File: src/rtl/serial_subtractor_pkg.sv
// Shared definitions for the bit-serial subtractor: FSM state encoding and default width.
package serial_subtractor_pkg;

  typedef enum logic [1:0] {
    IDLE,
    SHIFT,
    DONE
  } state_t;

  localparam int unsigned DEFAULT_WIDTH = 4;

endpackage

File: src/rtl/serial_subtractor_full_subtractor.sv
// One-bit full-subtractor cell: diff = x - y - bin, bout set when the bit underflows.
module full_subtractor (
  input  logic x,
  input  logic y,
  input  logic bin,
  output logic diff,
  output logic bout
);

  assign diff = x ^ y ^ bin;
  assign bout = (~x & y) | (~x & bin) | (y & bin);

endmodule

File: src/rtl/serial_subtractor.sv
// Bit-serial unsigned subtractor with valid/ready handshakes, one result bit per clock, LSB first.
// Define SERIAL_SUB_BORROW_IN_EN to add a borrow-in port (bin) sampled with the operands.
module serial_subtractor
  import serial_subtractor_pkg::*;
#(
  parameter int unsigned WIDTH = DEFAULT_WIDTH
) (
  input  logic             clk,
  input  logic             rst,
  input  logic             in_valid,
  output logic             in_ready,
  input  logic [WIDTH-1:0] a,
  input  logic [WIDTH-1:0] b,
`ifdef SERIAL_SUB_BORROW_IN_EN
  input  logic             bin,
`endif
  output logic             out_valid,
  input  logic             out_ready,
  output logic [WIDTH:0]   d
);

  localparam int unsigned CW = $clog2(WIDTH) + 1;

  state_t           state;
  logic [WIDTH-1:0] a_sh;
  logic [WIDTH-1:0] b_sh;
  logic [WIDTH-1:0] res;
  logic             borrow;
  logic [CW-1:0]    cnt;
  logic             diff_bit;
  logic             borrow_next;
  logic             borrow_init;

`ifdef SERIAL_SUB_BORROW_IN_EN
  assign borrow_init = bin;
`else
  assign borrow_init = 1'b0;
`endif

  full_subtractor u_cell (
    .x    (a_sh[0]),
    .y    (b_sh[0]),
    .bin  (borrow),
    .diff (diff_bit),
    .bout (borrow_next)
  );

  assign d = {borrow, res};

  always_ff @(posedge clk) begin
    if (rst) begin
      state     <= IDLE;
      in_ready  <= 1'b1;
      out_valid <= 1'b0;
      a_sh      <= '0;
      b_sh      <= '0;
      res       <= '0;
      borrow    <= 1'b0;
      cnt       <= '0;
    end else begin
      unique case (state)
        IDLE: begin
          if (in_valid) begin
            a_sh     <= a;
            b_sh     <= b;
            res      <= '0;
            borrow   <= borrow_init;
            cnt      <= '0;
            in_ready <= 1'b0;
            state    <= SHIFT;
          end
        end
        SHIFT: begin
          // Result fills from the MSB end so bit 0 lands in place after WIDTH shifts.
          res    <= {diff_bit, res[WIDTH-1:1]};
          a_sh   <= {1'b0, a_sh[WIDTH-1:1]};
          b_sh   <= {1'b0, b_sh[WIDTH-1:1]};
          borrow <= borrow_next;
          cnt    <= cnt + CW'(1);
          if (cnt == CW'(WIDTH - 1)) begin
            out_valid <= 1'b1;
            state     <= DONE;
          end
        end
        DONE: begin
          if (out_ready) begin
            out_valid <= 1'b0;
            in_ready  <= 1'b1;
            state     <= IDLE;
          end
        end
        default: begin
          state     <= IDLE;
          in_ready  <= 1'b1;
          out_valid <= 1'b0;
        end
      endcase
    end
  end

endmodule

File: config.mk
export PLATFORM = sky130hd
export DESIGN_NAME = serial_subtractor
export DESIGN_NICKNAME = d
export VERILOG_FILES = /design/src/rtl/serial_subtractor_pkg.sv /design/src/rtl/serial_subtractor_full_subtractor.sv /design/src/rtl/serial_subtractor.sv
export SDC_FILE = /design/constraint.sdc
export NUM_CORES = 1
export LEC_CHECK = 0
export ABC_CLOCK_PERIOD_IN_PS = 1800
export BUFFER_PORTS_ARGS = -buffer_cell sky130_fd_sc_hd__buf_4
export CAP_MARGIN = 20
export CORE_ASPECT_RATIO = 1.2
export CORE_UTILIZATION = 38
export CTS_CLUSTER_DIAMETER = 50
export DETAILED_ROUTE_END_ITERATION = 12
export PLACE_DENSITY = 0.61
export SETUP_SLACK_MARGIN = 0.4
export SLEW_MARGIN = 20
export SYNTH_ARGS = -nofsm -noshare
export SYNTH_HDL_FRONTEND = slang
export SYNTH_SLANG_ARGS = --single-unit
File: constraint.sdc
create_clock -name clk -period 1.8 [get_ports clk]
set_input_delay 0.36 -clock clk [delete_from_list [all_inputs] [get_ports clk]]
set_output_delay 0.36 -clock clk [all_outputs]
set_load 0.01 [all_outputs]
==> results of run 1 <==
path summary, 6_finish.rpt:
kind	slack [ns]	from	endpoint	cells past startpoint
min reg2reg	0.50	a_sh[3]	a_sh[3]	2
min	0.33	out_ready	out_valid	3
max	0.51	state[1]	b_sh[3]	4
max reg2reg	0.51	state[1]	b_sh[3]	4
worst max-delay path, cell delays in order, from the launching register on:
cell and delay [ns]:
dfxtp_2 0.40, buf_4 0.17, nand2b_4 0.16, or3b_1 0.37
a21oi_1 0.13
kinds of logic (layout without fill, tap and decap cells):
kind of cell,after synthesis,after routing,synth area share
compound gates,34,34,0.273
fa+ha+maj,3,3,0.0493
buf+inv,16,31,0.0795
flops,20,20,0.438
mux,1,1,0.0110
simple gates,27,27,0.149
flip-flops by register name, indices dropped and copies added, names as in the netlist:
name       count
a_sh           4
b_sh           4
borrow         1
cnt            3
in_ready       1
out_valid      1
res            4
state          2
cell usage in the layout, fill, tap and decap left out:
| master | netlist | routed |
|---|---|---|
| nand2b_1 | 1 | 1 |
| or2_2 | 1 | 1 |
| o32ai_1 | 1 | 1 |
| o221a_2 | 5 | 5 |
| o22a_1 | 2 | 2 |
| or3b_1 | 2 | 2 |
| nand2b_4 | 1 | 1 |
| a211oi_1 | 1 | 1 |
| clkbuf_8 | 0 | 1 |
| o32a_1 | 1 | 1 |
| fa_1 | 1 | 1 |
| inv_1 | 7 | 7 |
| nor2_1 | 18 | 18 |
| clkbuf_4 | 0 | 3 |
| nor2b_1 | 2 | 2 |
| dfxtp_1 | 20 | 19 |
| buf_4 | 2 | 20 |
| o21ai_0 | 2 | 2 |
| dfxtp_2 | 0 | 1 |
| nor3b_1 | 1 | 1 |
| o21bai_1 | 1 | 1 |
| ha_1 | 2 | 2 |
| a22oi_1 | 5 | 5 |
| a21oi_1 | 13 | 13 |
| o21bai_2 | 1 | 1 |
| nor3_1 | 1 | 1 |
| mux2i_1 | 1 | 1 |
| a2bb2oi_1 | 2 | 2 |
power by group:
group | internal (µW) | switching [µW]
logic | 65.3 | 58.9
registers | 466 | 19.2
clock network | 124 | 144
total | 655 | 222
final cells by class:
cell class	instances	area, µm²
clock buffers	4	36.3
fillers	247	1190
inverters	7	26.3
multi-input cells	65	440
flip-flops and latches	20	402
well taps	31	38.8
repair buffers	20	150
routing by layer:
metal | global-route usage | vias to the layer above
li1 | - | 387
met2 | 0.234 | 15
met1 | 0.193 | 346
met5 | 0 | -
met3 | 0.0292 | 5
met4 | 0.0735 | 0
timing repair:
action                     4_1_cts  5_1_grt
gates resized for setup          0        1
setup endpoints to repair        0        3
setup buffers                    0        0
per-stage QoR:
stage               total power (µW)   util  cells  setup WS [ns]
global route                     918  0.479    147          0.412
finish                           877  0.479    147          0.509
global placement                 619  0.463    143          0.500
floorplan                        578      -    101          0.645
CTS                              887  0.479    147          0.421
detailed placement               620  0.463    143          0.468
==> flow_metrics.py, run 1 <==
metrics = {
    "synth": {
        "yosys_warnings": 0,
        "seq_area_frac_synth": 0.438,
        "async_reset_ff_frac": 0,
        "syn_area_um2": 913,
        "ys_ff_latch": 20,
        "synthCells": 101,
        "synth_enable_flop_cells": 0,
        "netlist.area_leader.share": 0.438,
        "avgSynthCellArea_um2": 9.04,
        "ys_types": 27,
        "yosysMostFrequentCell": "dfxtp_1",
        "yosysTopAreaCell": "dfxtp_1",
        "synth.area.top_cells": "dfxtp_1 44%, nor2_1 7.4%, a21oi_1 7.1%, o221a_2 6.2%, a22oi_1 4.1%",
        "synth_commonest_cells": "20 x dfxtp_1, 18 x nor2_1, 13 x a21oi_1, 7 x inv_1",
        "syn_nets": 116,
        "synthFlopType": "dfxtp_1",
    },
    "drt": {
        "wl_met3_um": 78,
        "drtIter0Drc": 13,
        "ant_nets": 0,
        "met2_length_um": 839,
        "drtPass1Iterations": 4,
        "wl_per_cell_um": 12.1,
        "wl_met1_um": 831,
        "routed_wirelength_um": 1790,
        "vias": 753,
        "drc": 0,
        "viasPerCell": 5.12,
        "top_layer": "met4",
    },
    "placement": {
        "gp_congestion": 0.735,
        "io_buffers": 18,
        "place_area_um2": 1060,
        "post-dp-hpwl_um": 1260,
    },
    "timing": {
        "slew_headroom": 0.690,
        "fmax_ghz": 0.775,
        "hold_ws_ns": 0.326,
        "hold_viol": 0,
        "maxSlewViolCount": 0,
        "rsz0062_at_grt": "false",
        "tightest_slew_ns": 0.464,
        "period_minus_slack_ns": 1.29,
        "period_share": 0.717,
        "skew_ns": 0.0137,
        "setup_tns_ns": 0,
        "setup_violations": 0,
    },
    "cells_and_area": {
        "finalNetCount": 132,
        "drive_above_1_share": 0.284,
        "syn2layout_area_growth_pct": 19.7,
        "antenna-diode-count": 0,
        "fin_area_um2": 1090,
    },
    "die": {
        "die_y_um": 55.7,
        "num_io_pins": 19,
        "core_um2": 2280,
        "fp.dieArea_um2": 2600,
        "die_w_um": 46.8,
        "row_count": 19,
        "start_util": 0.400,
    },
    "flow_run": {
        "drv_cap": 0,
    },
    "clock_tree": {
        "holdBufCountCts": 0,
        "htreeDepth": 1,
        "cts_tree": "yes",
        "clk_latency_ns": 0.31,
        "cts_buffers": 3,
        "clock-sinks": 20,
        "root_buffer": "clkbuf_4",
        "clkTransAtPathRegs_ns": 0.12,
        "cts.path.max_buffers": 2,
    },
    "global_route": {
        "grt_overflow": 0,
        "grt_pass1_vias": 677,
        "grt_pass1_wl_um": 2920,
        "grt_max_degree": 21,
        "grt_util_all_layers": 0.151,
        "antenna_found_initial": 0,
    },
    "setup_path": {
        "critPathMaxFanout": 13,
        "required_ns": 2.05,
        "cp-start-kind": "flop",
        "end_kind": "flop",
        "path_class": "flop to flop",
        "crit_arrival_ns": 1.54,
    },
    "outcome": {
        "outcome": "finished, final reports clean",
    },
    "power_and_ir_drop": {
        "power.leakage_uw": 0.000458,
        "p_per_area_nw_per_um2": 802,
        "irDropWorstVdd_uv": 590,
    },
    "hold_path": {
        "hold_class": "input port to flop",
    },
}
(Power assumes the default switching activity.)
==> run 2, diff against run 1 <==
--- a/config.mk
+++ b/config.mk
@@ -5,14 +5,14 @@
 export SDC_FILE = /design/constraint.sdc
 export NUM_CORES = 1
 export LEC_CHECK = 0
-export ABC_CLOCK_PERIOD_IN_PS = 1800
+export ABC_CLOCK_PERIOD_IN_PS = 1140
 export BUFFER_PORTS_ARGS = -buffer_cell sky130_fd_sc_hd__buf_4
 export CAP_MARGIN = 20
 export CORE_ASPECT_RATIO = 1.2
 export CORE_UTILIZATION = 38
 export CTS_CLUSTER_DIAMETER = 50
 export DETAILED_ROUTE_END_ITERATION = 12
-export PLACE_DENSITY = 0.61
+export PLACE_DENSITY = 0.63
 export SETUP_SLACK_MARGIN = 0.4
 export SLEW_MARGIN = 20
 export SYNTH_ARGS = -nofsm -noshare
==> constraint.sdc (replaced) <==
create_clock -name clk -period 1.14 [get_ports clk]
set_input_delay 0.228 -clock clk [delete_from_list [all_inputs] [get_ports clk]]
set_output_delay 0.228 -clock clk [all_outputs]
set_load 0.01 [all_outputs]
==> flow_metrics.py, run 2 (synthesized netlist as in run 1, its figures left out) <==
metrics = {
    "outcome": {
        "outcome": "finished, violations left",
        "violations": "setup timing",
    },
    "drt": {
        "vias": 886,
        "drc": 0,
        "drtPass1Iterations": 3,
        "viasPerCell": 5.15,
        "ant_nets": 0,
        "wl_per_cell_um": 13.3,
        "routed_wirelength_um": 2290,
        "drtIter0Drc": 15,
    },
    "setup_path": {
        "required_ns": 1.36,
        "worstPathCellList": "inv_2 > fa_1 > a2bb2oi_2 > nor2_1",
        "cpPeakStageDelay_ns": 0.49,
        "path_class": "flop to flop",
        "cp-start-kind": "flop",
        "end_kind": "flop",
        "critPathMaxFanout": 2,
        "crit_arrival_ns": 1.39,
        "cp_slowest_cell": "fa_1",
    },
    "die": {
        "core_um2": 2280,
        "num_io_pins": 19,
        "die_y_um": 55.7,
        "fp.dieArea_um2": 2600,
        "start_util": 0.400,
        "die_w_um": 46.8,
        "row_count": 19,
    },
    "placement": {
        "io_buffers": 18,
        "gp_congestion": 0.723,
        "place_ws_ns": -0.0564,
        "post-dp-hpwl_um": 1310,
    },
    "clock_tree": {
        "root_buffer": "clkbuf_4",
        "cts.path.max_buffers": 2,
        "clkTransAtPathRegs_ns": 0.13,
        "clk_latency_ns": 0.31,
        "clock-sinks": 20,
        "htreeDepth": 1,
        "cts_buffers": 3,
        "cts_tree": "yes",
        "holdBufCountCts": 0,
    },
    "timing": {
        "fmax_ghz": 0.858,
        "period_share": 1.02,
        "skew_ns": 0.0146,
        "slew_headroom": 0.861,
        "fin_ws_ns": -0.0261,
        "hold_viol": 0,
        "rsz0062_at_grt": "true",
        "maxSlewViolCount": 0,
        "setup_violations": 1,
        "tightest_slew_ns": 0.209,
        "setup_tns_ns": -0.0261,
        "period_minus_slack_ns": 1.17,
    },
    "cells_and_area": {
        "reg_top3": "a_sh (4), b_sh (4), res (4)",
        "layout_common_cells": "27 x buf_4, 18 x buf_6, 15 x nor2_1, 9 x dfxtp_2, 9 x dfxtp_1",
        "drive_above_1_share": 0.638,
        "antenna-diode-count": 0,
        "fill_cells": 193,
        "finalNetCount": 157,
        "syn2layout_area_growth_pct": 68.5,
        "final_common_cell": "buf_4",
    },
    "power_and_ir_drop": {
        "power.leakage_uw": 0.000637,
        "irDropWorstVdd_uv": 717,
        "p_per_area_nw_per_um2": 1010,
    },
    "global_route": {
        "grt_max_degree": 21,
        "grt_pass1_wl_um": 3640,
        "grt_util_all_layers": 0.190,
        "grt_pass1_vias": 846,
        "grt_overflow": 0,
        "antenna_found_initial": 0,
    },
    "flow_run": {
        "drv_cap": 0,
    },
    "hold_path": {
        "hold_class": "input port to flop",
    },
}
run 2: changes by cell type in the layout (fill, tap and decap cells not counted), sizes merged:
cell and delta:
buf +25
run 2: worst max-delay path: cells and delay by family, from the launching register on:
kind                     cells  cell delay, ns
adder cells (fa/ha/maj)      1            0.49
flip-flops                   1            0.37
AO/OA/AOI/OAI                1            0.13
buffers and inverters        1            0.04
AND/OR/NAND/NOR              1            0.04
run 2: worst paths after layout:
kind	end	from	slack, ns	cells past startpoint
worst max-delay path	res[3]	a_sh[0]	-0.03	4
worst min-delay path	res[2]	rst	0.21	2
worst max register to register	res[3]	a_sh[0]	-0.03	4
worst min register to register	a_sh[3]	a_sh[3]	0.51	2
run 2: routing by layer:
metal | routed length (µm) | global-route usage | vias to the layer above | share of wire
li1 | - | - | 439 | -
met3 | 60 | 0.0390 | 5 | 0.026
met2 | 1160 | 0.308 | 13 | 0.51
met5 | 0 | 0 | - | 0
met1 | 1020 | 0.237 | 429 | 0.45
met4 | 41 | 0.0735 | 0 | 0.018
run 2: final cells by class:
class / count / area (µm²) / share of cell area
multi-input cells: 65 / 613 / 0.398
flip-flops and latches: 20 / 419 / 0.272
repair buffers: 45 / 405 / 0.263
well taps: 31 / 38.8 / 0.0252
clock buffers: 4 / 36.3 / 0.0236
inverters: 7 / 26.3 / 0.0171
run 2: power breakdown:
part | switching [µW] | internal (µW)
clock | 235 | 195
combinational | 144 | 201
sequential | 36.2 | 735
total | 416 | 1130
run 2: per-stage QoR:
stage | cells | utilization | hold WS (ns) | instance area (µm²) | power (µW)
2_1_floorplan | 101 | - | 0.420 | 1030 | 958
6_report | 172 | 0.674 | 0.209 | 1540 | 1550
5_1_grt | 172 | 0.674 | 0.217 | 1540 | 1620
4_1_cts | 168 | 0.627 | 0.193 | 1430 | 1510
3_5_place_dp | 148 | 0.521 | 0.482 | 1190 | 1030
3_3_place_gp | 148 | 0.521 | 0.474 | 1190 | 1020
run 2: repair_timing:
action	CTS	global route
setup endpoints to repair	27	27
buffers inserted	16	4
gates resized for setup	27	19
pin swaps	16	13
==> run 3, diff against run 2 <==
--- a/config.mk
+++ b/config.mk
@@ -10,10 +10,12 @@
 export CAP_MARGIN = 20
 export CORE_ASPECT_RATIO = 1.2
 export CORE_UTILIZATION = 38
-export CTS_CLUSTER_DIAMETER = 50
+export CTS_CLUSTER_DIAMETER = 100
 export DETAILED_ROUTE_END_ITERATION = 12
+export GPL_TIMING_DRIVEN = 0
 export PLACE_DENSITY = 0.63
 export SETUP_SLACK_MARGIN = 0.4
+export SKIP_CTS_REPAIR_TIMING = 1
 export SLEW_MARGIN = 20
 export SYNTH_ARGS = -nofsm -noshare
 export SYNTH_HDL_FRONTEND = slang
==> flow_metrics.py, run 3 (synthesized netlist as in run 1, its figures left out) <==
metrics = {
    "clock_tree": {
        "clkTransAtPathRegs_ns": 0.11,
        "cts_tree": "yes",
        "root_buffer": "clkbuf_4",
        "cts.path.max_buffers": 2,
        "htreeDepth": 1,
        "cts_buffers": 3,
        "clock-sinks": 20,
        "clk_latency_ns": 0.29,
    },
    "placement": {
        "place_inst": 149,
        "io_buffers": 17,
        "post-dp-hpwl_um": 1410,
        "gp_congestion": 0.726,
    },
    "global_route": {
        "grt_max_degree": 11,
        "grt_pass1_vias": 727,
        "grt_overflow": 0,
        "busiest_layer": "met2",
        "grt_util_all_layers": 0.172,
        "antenna_found_initial": 0,
        "grt_pass1_wl_um": 3300,
        "use_met1": 0.225,
        "use_met2": 0.276,
        "grt_use_met3": 0.0195,
    },
    "timing": {
        "hold_viol": 0,
        "fmax_ghz": 0.811,
        "period_minus_slack_ns": 1.23,
        "slew_headroom": 0.644,
        "hold_ws_ns": 0.229,
        "tightest_slew_ns": 0.535,
        "skew_ns": 0.00356,
        "fin_ws_ns": -0.0937,
        "setup_violations": 1,
        "maxSlewViolCount": 0,
        "rsz0062_at_grt": "true",
        "period_share": 1.08,
    },
    "setup_path": {
        "r2r-start": "borrow",
        "required_ns": 1.32,
        "critPathMaxFanout": 3,
        "crit_arrival_ns": 1.41,
        "end_kind": "flop",
        "cp-startpoint": "borrow",
        "cp-start-kind": "flop",
        "path_class": "flop to flop",
    },
    "cells_and_area": {
        "multi_input_area_um2": 602,
        "post-route-util": 0.627,
        "fill_cells": 202,
        "final_common_cell": "buf_4",
        "final_cells": 161,
        "drive_above_1_share": 0.592,
        "syn2layout_area_growth_pct": 56.6,
        "ff_latch_area_um2": 420,
        "layout_common_cells": "19 x buf_4, 16 x nor2_1, 10 x buf_6, 10 x dfxtp_2",
        "finalNetCount": 147,
        "antenna-diode-count": 0,
        "reg_top3": "a_sh (4), b_sh (4), res (4)",
    },
    "drt": {
        "routed_wirelength_um": 2250,
        "drtIter0Drc": 9,
        "drtPass1Iterations": 4,
        "viasPerCell": 5.19,
        "drc": 0,
        "ant_nets": 0,
        "vias": 836,
        "wl_per_cell_um": 14.0,
    },
    "power_and_ir_drop": {
        "irDropWorstVdd_uv": 683,
        "p_per_area_nw_per_um2": 1000,
        "power.leakage_uw": 0.000571,
        "total_power_uw": 1430,
    },
    "die": {
        "num_io_pins": 19,
        "die_y_um": 55.7,
        "row_count": 19,
        "fp.dieArea_um2": 2600,
        "die_w_um": 46.8,
        "core_um2": 2280,
        "start_util": 0.400,
    },
    "flow_run": {
        "drv_cap": 0,
    },
    "outcome": {
        "outcome": "finished, violations left",
        "violations": "setup timing",
    },
    "hold_path": {
        "hold_start": "out_ready",
        "hold_class": "input port to flop",
    },
}
==> run 3: changes by cell type in the layout (fill, tap and decap cells not counted), moves of 2 or more <==
| cell | change |
|---|---|
| buf_4 | -8 |
| buf_6 | -8 |
| nor2_4 | -3 |
| buf_8 | +2 |
| clkbuf_1 | +2 |
| nor2_2 | +2 |
==> run 3: critical path: stages, from the launching register on <==
cell and delay [ns]:
dfxtp_2 0.35, fa_1 0.57, a2bb2oi_2 0.15, nor2_1 0.05
==> run 3: per-layer routing <==
metal / part of all wire / wire length [µm] / vias up
met5: 0 / 0 / -
met3: 0.030 / 68 / 6
met4: 0.018 / 40 / 0
met2: 0.51 / 1150 / 14
li1: - / - / 419
met1: 0.44 / 985 / 397
==> run 3: where the power goes <==
part           switching (µW)  total (µW)  leakage [µW]  internal, µW
sequential               34.8         770      0.000169           735
combinational             143         335      0.000388           192
clock                     206         329     0.0000138           123
total                     384        1430      0.000571          1050
==> run 3: path summary, 6_finish.rpt <==
path | endpoint | slack [ns] | cells past startpoint
worst min register to register | b_sh[3] | 0.50 | 2
worst max register to register | res[3] | -0.09 | 3
worst min-delay path | out_valid | 0.23 | 3
worst max-delay path | res[3] | -0.09 | 3
==> run 3: metrics by stage <==
| stage | setup TNS, ns | worst slack (ns) | area, µm² |
|---|---|---|---|
| after floorplan | -0.0104 | -0.0104 | 1030 |
| after global placement | -0.0595 | -0.0483 | 1190 |
| after detailed placement | -0.0858 | -0.0670 | 1190 |
| after CTS | -0.113 | -0.106 | 1220 |
| after global routing | -0.232 | -0.162 | 1430 |
| final | -0.0937 | -0.0937 | 1430 |
==> run 3: layout make-up <==
cell class | count | share of cell area
inverters | 7 | 0.0184
clock buffers | 3 | 0.0157
multi-input cells | 65 | 0.421
repair buffers | 26 | 0.160
plain buffers | 9 | 0.0639
well taps | 31 | 0.0271
flip-flops and latches | 20 | 0.294
